[src/rtl/wifi_tx_interleaver_ctrl.sv]
// Sequencer that meters a serial coded-bit stream into the WIFI TX block
// interleaver one OFDM symbol (NCBPS bits) at a time.
// Ports:
//   clk, reset            rising-edge clock, async active-high reset
//   start, num_symbols    frame request and its length in symbols (IDLE only)
//   abort                 synchronous return to IDLE, highest priority
//   src_valid/src_data    encoder bit stream in; src_ready is the accept strobe
//   il_enable/il_valid_in/il_data_in  interleaver drive; il_finished per-symbol pulse
//   busy, done, error     status to the TX PHY controller
//   sym_count             symbols completed in the current frame
module wifi_tx_interleaver_ctrl #(
  parameter int unsigned NCBPS   = 96,
  parameter int unsigned SYM_W   = 12,
  parameter int unsigned TIMEOUT = 1023
) (
  input  logic             clk,
  input  logic             reset,
  input  logic             start,
  input  logic             abort,
  input  logic [SYM_W-1:0] num_symbols,
  input  logic             src_valid,
  input  logic             src_data,
  output logic             src_ready,
  output logic             il_enable,
  output logic             il_valid_in,
  output logic             il_data_in,
  input  logic             il_finished,
  output logic             busy,
  output logic             done,
  output logic             error,
  output logic [SYM_W-1:0] sym_count
);

  localparam int unsigned BIT_W = (NCBPS > 1) ? $clog2(NCBPS) : 1;
  localparam int unsigned TO_W  = $clog2(TIMEOUT + 1);

  typedef enum logic [1:0] {
    S_IDLE,
    S_LOAD,
    S_WAIT_FIN,
    S_DONE
  } state_t;

  state_t           r_state;
  logic [BIT_W-1:0] r_bit_cnt;
  logic [TO_W-1:0]  r_to_cnt;
  logic [SYM_W-1:0] r_len_q;
  logic [SYM_W-1:0] r_sym_count;
  logic             r_il_valid;
  logic             r_il_data;
  logic             r_done;
  logic             r_error;

  logic             w_xfer;
  logic [SYM_W-1:0] w_sym_next;

  // Ready drops in the abort cycle itself so no bit is taken while leaving
  assign src_ready  = (r_state == S_LOAD) && !abort;
  assign w_xfer     = src_valid && src_ready;
  assign w_sym_next = r_sym_count + SYM_W'(1);

  // Pure decodes of the state register
  assign il_enable   = (r_state == S_LOAD) || (r_state == S_WAIT_FIN);
  assign busy        = (r_state != S_IDLE);
  assign il_valid_in = r_il_valid;
  assign il_data_in  = r_il_data;
  assign done        = r_done;
  assign error       = r_error;
  assign sym_count   = r_sym_count;

  // Frame sequencer
  always_ff @(posedge clk or posedge reset) begin
    if (reset) begin
      r_state     <= S_IDLE;
      r_bit_cnt   <= '0;
      r_to_cnt    <= '0;
      r_len_q     <= '0;
      r_sym_count <= '0;
      r_il_valid  <= 1'b0;
      r_il_data   <= 1'b0;
      r_done      <= 1'b0;
      r_error     <= 1'b0;
    end else begin
      r_il_valid <= 1'b0;
      r_done     <= 1'b0;
      if (abort) begin
        r_state   <= S_IDLE;
        r_bit_cnt <= '0;
      end else begin
        case (r_state)
          S_IDLE: begin
            if (start) begin
              r_len_q     <= num_symbols;
              r_sym_count <= '0;
              r_error     <= 1'b0;
              r_bit_cnt   <= '0;
              // Zero-length frame completes without touching the interleaver
              if (num_symbols == '0) begin
                r_state <= S_DONE;
                r_done  <= 1'b1;
              end else begin
                r_state <= S_LOAD;
              end
            end
          end
          S_LOAD: begin
            if (w_xfer) begin
              r_il_valid <= 1'b1;
              r_il_data  <= src_data;
              if (r_bit_cnt == BIT_W'(NCBPS - 1)) begin
                r_bit_cnt <= '0;
                r_to_cnt  <= '0;
                r_state   <= S_WAIT_FIN;
              end else begin
                r_bit_cnt <= r_bit_cnt + BIT_W'(1);
              end
            end
          end
          S_WAIT_FIN: begin
            r_to_cnt <= r_to_cnt + TO_W'(1);
            // A finished pulse on the expiry cycle still counts as success
            if (il_finished) begin
              r_sym_count <= w_sym_next;
              if (w_sym_next == r_len_q) begin
                r_state <= S_DONE;
                r_done  <= 1'b1;
              end else begin
                r_state <= S_LOAD;
              end
            end else if (r_to_cnt == TO_W'(TIMEOUT - 1)) begin
              r_error <= 1'b1;
              r_state <= S_IDLE;
            end
          end
          S_DONE: begin
            r_state <= S_IDLE;
          end
          default: begin
            r_state <= S_IDLE;
          end
        endcase
      end
    end
  end

endmodule
[config.mk]
export PLATFORM = sky130hd
export DESIGN_NAME = wifi_tx_interleaver_ctrl
export DESIGN_NICKNAME = d
export VERILOG_FILES = /design/src/rtl/wifi_tx_interleaver_ctrl.sv
export SDC_FILE = /design/constraint.sdc
export NUM_CORES = 1
export LEC_CHECK = 0
export BUFFER_PORTS_ARGS = -buffer_cell sky130_fd_sc_hd__buf_2
export CAP_MARGIN = 10
export CORE_MARGIN = 2
export CORE_UTILIZATION = 42
export CTS_BUF_LIST = sky130_fd_sc_hd__clkbuf_8 sky130_fd_sc_hd__clkbuf_16
export DETAILED_ROUTE_END_ITERATION = 8
export PLACE_DENSITY = 0.69
export SYNTH_ARGS = -nofsm -noshare
export SYNTH_HDL_FRONTEND = slang
export SYNTH_SLANG_ARGS = --single-unit
[constraint.sdc]
create_clock -name clk -period 5.34 [get_ports clk]
set_input_delay 0.534 -clock clk [delete_from_list [all_inputs] [get_ports clk]]
set_output_delay 0.534 -clock clk [all_outputs]
set_load 0.005 [all_outputs]
==> results.json <==
{
  "rsz0062_at_grt": "no",
  "powerDensity_nw_per_um2": 350,
  "final-setup-viol-count": 0,
  "nFillCells": 626,
  "worstSetupStartpointType": "flop",
  "place_area_um2": 3010,
  "path_max_fanout": 14,
  "power.leakage_nw": 1.37,
  "io_pins": 38,
  "hp-class": "input port to async pin",
  "synthArstFlopShare_pct": 100,
  "synth_top_cell_by_area": "dfrtp_1",
  "fin_crit_sh_pct": 48.8,
  "violations": "DRC",
  "synth-seq-cells": 47,
  "rows": 29,
  "drc": 2,
  "drv_cap": 0,
  "clkLatencyLatePin_ps": 300,
  "seq_power_share_pct": 44.8,
  "cts.sink_count": 47,
  "routed_wl_mm": 6.21,
  "design_area_um2": 3120,
  "synth_top_cell_area_share_pct": 41.9,
  "synth_edf_count": 0,
  "timing.slew.headroom_pct": 34.2,
  "cts_setup_buffers": 0,
  "cts_root_buffer": "clkbuf_8",
  "p_sw_w": 0.000362,
  "grt_max_degree": 48,
  "pwr-share-clk_pct": 24.9,
  "final_nets": 361,
  "avgSynthCellArea_um2": 9.18,
  "grt_overflow": 0,
  "fmax_ghz": 0.384,
  "setup_ws_ps": 2740,
  "required_ps": 5530,
  "intPower_w": 0.000732,
  "htreeDepth": 2,
  "synth_area_leaders": "dfrtp_1 42%, o21ai_0 6.6%, mux2_2 5.2%",
  "drt-initial-drc-count": 140,
  "drive_gt1_share_pct": 19.7,
  "yosys.cell_count.top_type": "dfrtp_1",
  "antenna_cells": 0,
  "syn2layout_area_growth_pct": 11.2,
  "clkTransAtPathRegs_ps": 90,
  "synth_nets": 333,
  "seqCellArea_um2": 1180,
  "yosys_warnings": 0,
  "die_h_um": 85.8,
  "worst_slew_pin_slew_ps": 986,
  "hold_buffers": 0,
  "core_area_um2": 6420,
  "grt_use_total_pct": 17.7,
  "hold_violations": 0,
  "die-area_um2": 7360,
  "post_cts_resized": 0,
  "cp.arrival_ps": 2790,
  "viasPerCell": 5.82,
  "die_x_um": 85.8,
  "antenna_found_initial": 0,
  "wl_per_cell_um": 15.1,
  "ys_top_cells_by_count": "47 x dfrtp_1, 37 x o21ai_0, 29 x nand2_1",
  "first_pass_iters": 6,
  "slew_violations": 0,
  "ys_seq_area_share_pct": 41.9,
  "hpwlAfterDp_mm": 4.50,
  "synth_cells": 306,
  "endpoint_kind": "flop",
  "cts_tree": "built",
  "grt_pass1_wl_mm": 10.5,
  "setup_tns_ps": 0,
  "clockBufferDepth": 2,
  "synthFlopType": "dfrtp_1",
  "finalNonFillerCells": 412,
  "fin_skew_ps": 11.1,
  "vdd_ir_drop_max_mv": 0.195,
  "switching_share_pct": 33.1,
  "crit_type": "flop to flop",
  "p_comb_share_pct": 30.3,
  "multi_input_area_um2": 1510,
  "place_ws_ps": 2830,
  "grt_pass1_vias": 2193,
  "start_util_pct": 43.7,
  "synthesis.area_um2": 2810,
  "dp.cells": 404,
  "port_buffers": 37,
  "vias": 2396,
  "gp_congestion": 0.846,
  "drtAntennaViolNets": 0,
  "status": "finished with violations",
  "synthDistinctLibCells": 46,
  "period_minus_slack_ps": 2600,
  "numCtsBuffers": 5
}
==> final timing paths <==
path,startpoint,to,slack (ps),cells after the start
worst max-delay path,r_state[1],sym_count[8],2740,7
worst min-delay path,reset,sym_count[10],460,2
worst max register to register,r_state[1],sym_count[8],2740,7
worst min register to register,r_bit_cnt[6],r_bit_cnt[6],480,1
max in group asynchronous,reset,r_to_cnt[6],4260,2
min in group clk,src_data,il_data_in,470,2
==> stage by stage <==
step           utilization [%]  power [W]  hold slack (ps)
6_report                  48.6    0.00109              455
4_1_cts                   48.6    0.00110              464
3_5_place_dp              46.8   0.000829              472
2_1_floorplan                -   0.000733              443
3_3_place_gp              46.8   0.000818              472
5_1_grt                   48.6    0.00117              464
==> power groups by stage <==
stage	clock network (W)	registers, W	logic (W)
after floorplan	0	0.000474	0.000259
after global placement	0	0.000493	0.000325
after detailed placement	0	0.000497	0.000331
after CTS	0.000280	0.000490	0.000334
after global routing	0.000294	0.000499	0.000374
final	0.000272	0.000490	0.000332
==> worst max-delay path, cell delays in order, from the launching register on <==
cell      delay [ps]
dfrtp_1          400
inv_1             80
ha_1             250
nand3b_1         540
nor2_1           130
a21oi_1          760
o21ai_0          220
o41ai_1          110
==> state kept, by name (all words and copies together) (netlist names) <==
name         flops
il_valid_in      1
il_data_in       1
r_len_q         12
r_bit_cnt        7
r_state          2
r_to_cnt        10
error            1
sym_count       12
done             1
==> final cells by class <==
| cell class | count | area share (%) |
|---|---|---|
| Inverter | 9 | 1.08 |
| Clock buffer | 6 | 2.64 |
| Multi-Input combinational cell | 234 | 48.5 |
| Clock inverter | 2 | 1.12 |
| Tap cell | 77 | 3.08 |
| Timing Repair Buffer | 37 | 5.93 |
| Sequential cell | 47 | 37.7 |
==> cell usage in the layout, fill, tap and decap left out, types with 9 or more instances in the layout <==
cell | netlist | layout
dfrtp_1 | 47 | 47
o21ai_0 | 37 | 37
buf_2 | 3 | 37
nand2_1 | 29 | 29
nor2_1 | 20 | 20
o31ai_1 | 14 | 14
nand3_1 | 14 | 14
mux2_2 | 13 | 13
xnor2_1 | 11 | 11
a21oi_1 | 9 | 9
==> cells by family (layout without fill, tap and decap cells) <==
| family | count (synthesis) | count (layout) | share of synthesized area (%) |
|---|---|---|---|
| AND/OR/NAND/NOR | 116 | 116 | 21.7 |
| AO/OA/AOI/OAI | 81 | 81 | 18.4 |
| flip-flops | 47 | 47 | 41.9 |
| buffers and inverters | 25 | 54 | 4.23 |
| multiplexers | 15 | 15 | 5.92 |
| XOR/XNOR | 14 | 14 | 4.37 |
| adder cells (fa/ha/maj) | 8 | 8 | 3.56 |
==> routing by layer <==
layer	wire (µm)	part of all wire, %	up-vias	global-route usage [%]
met3	323	5.2	4	3.75
met4	44	0.71	0	4.33
met1	2890	47	1157	25.0
li1	-	-	1167	-
met5	0	0	-	0
met2	2950	48	68	28.0
No activity file was read; power rests on OpenSTA's default activity.
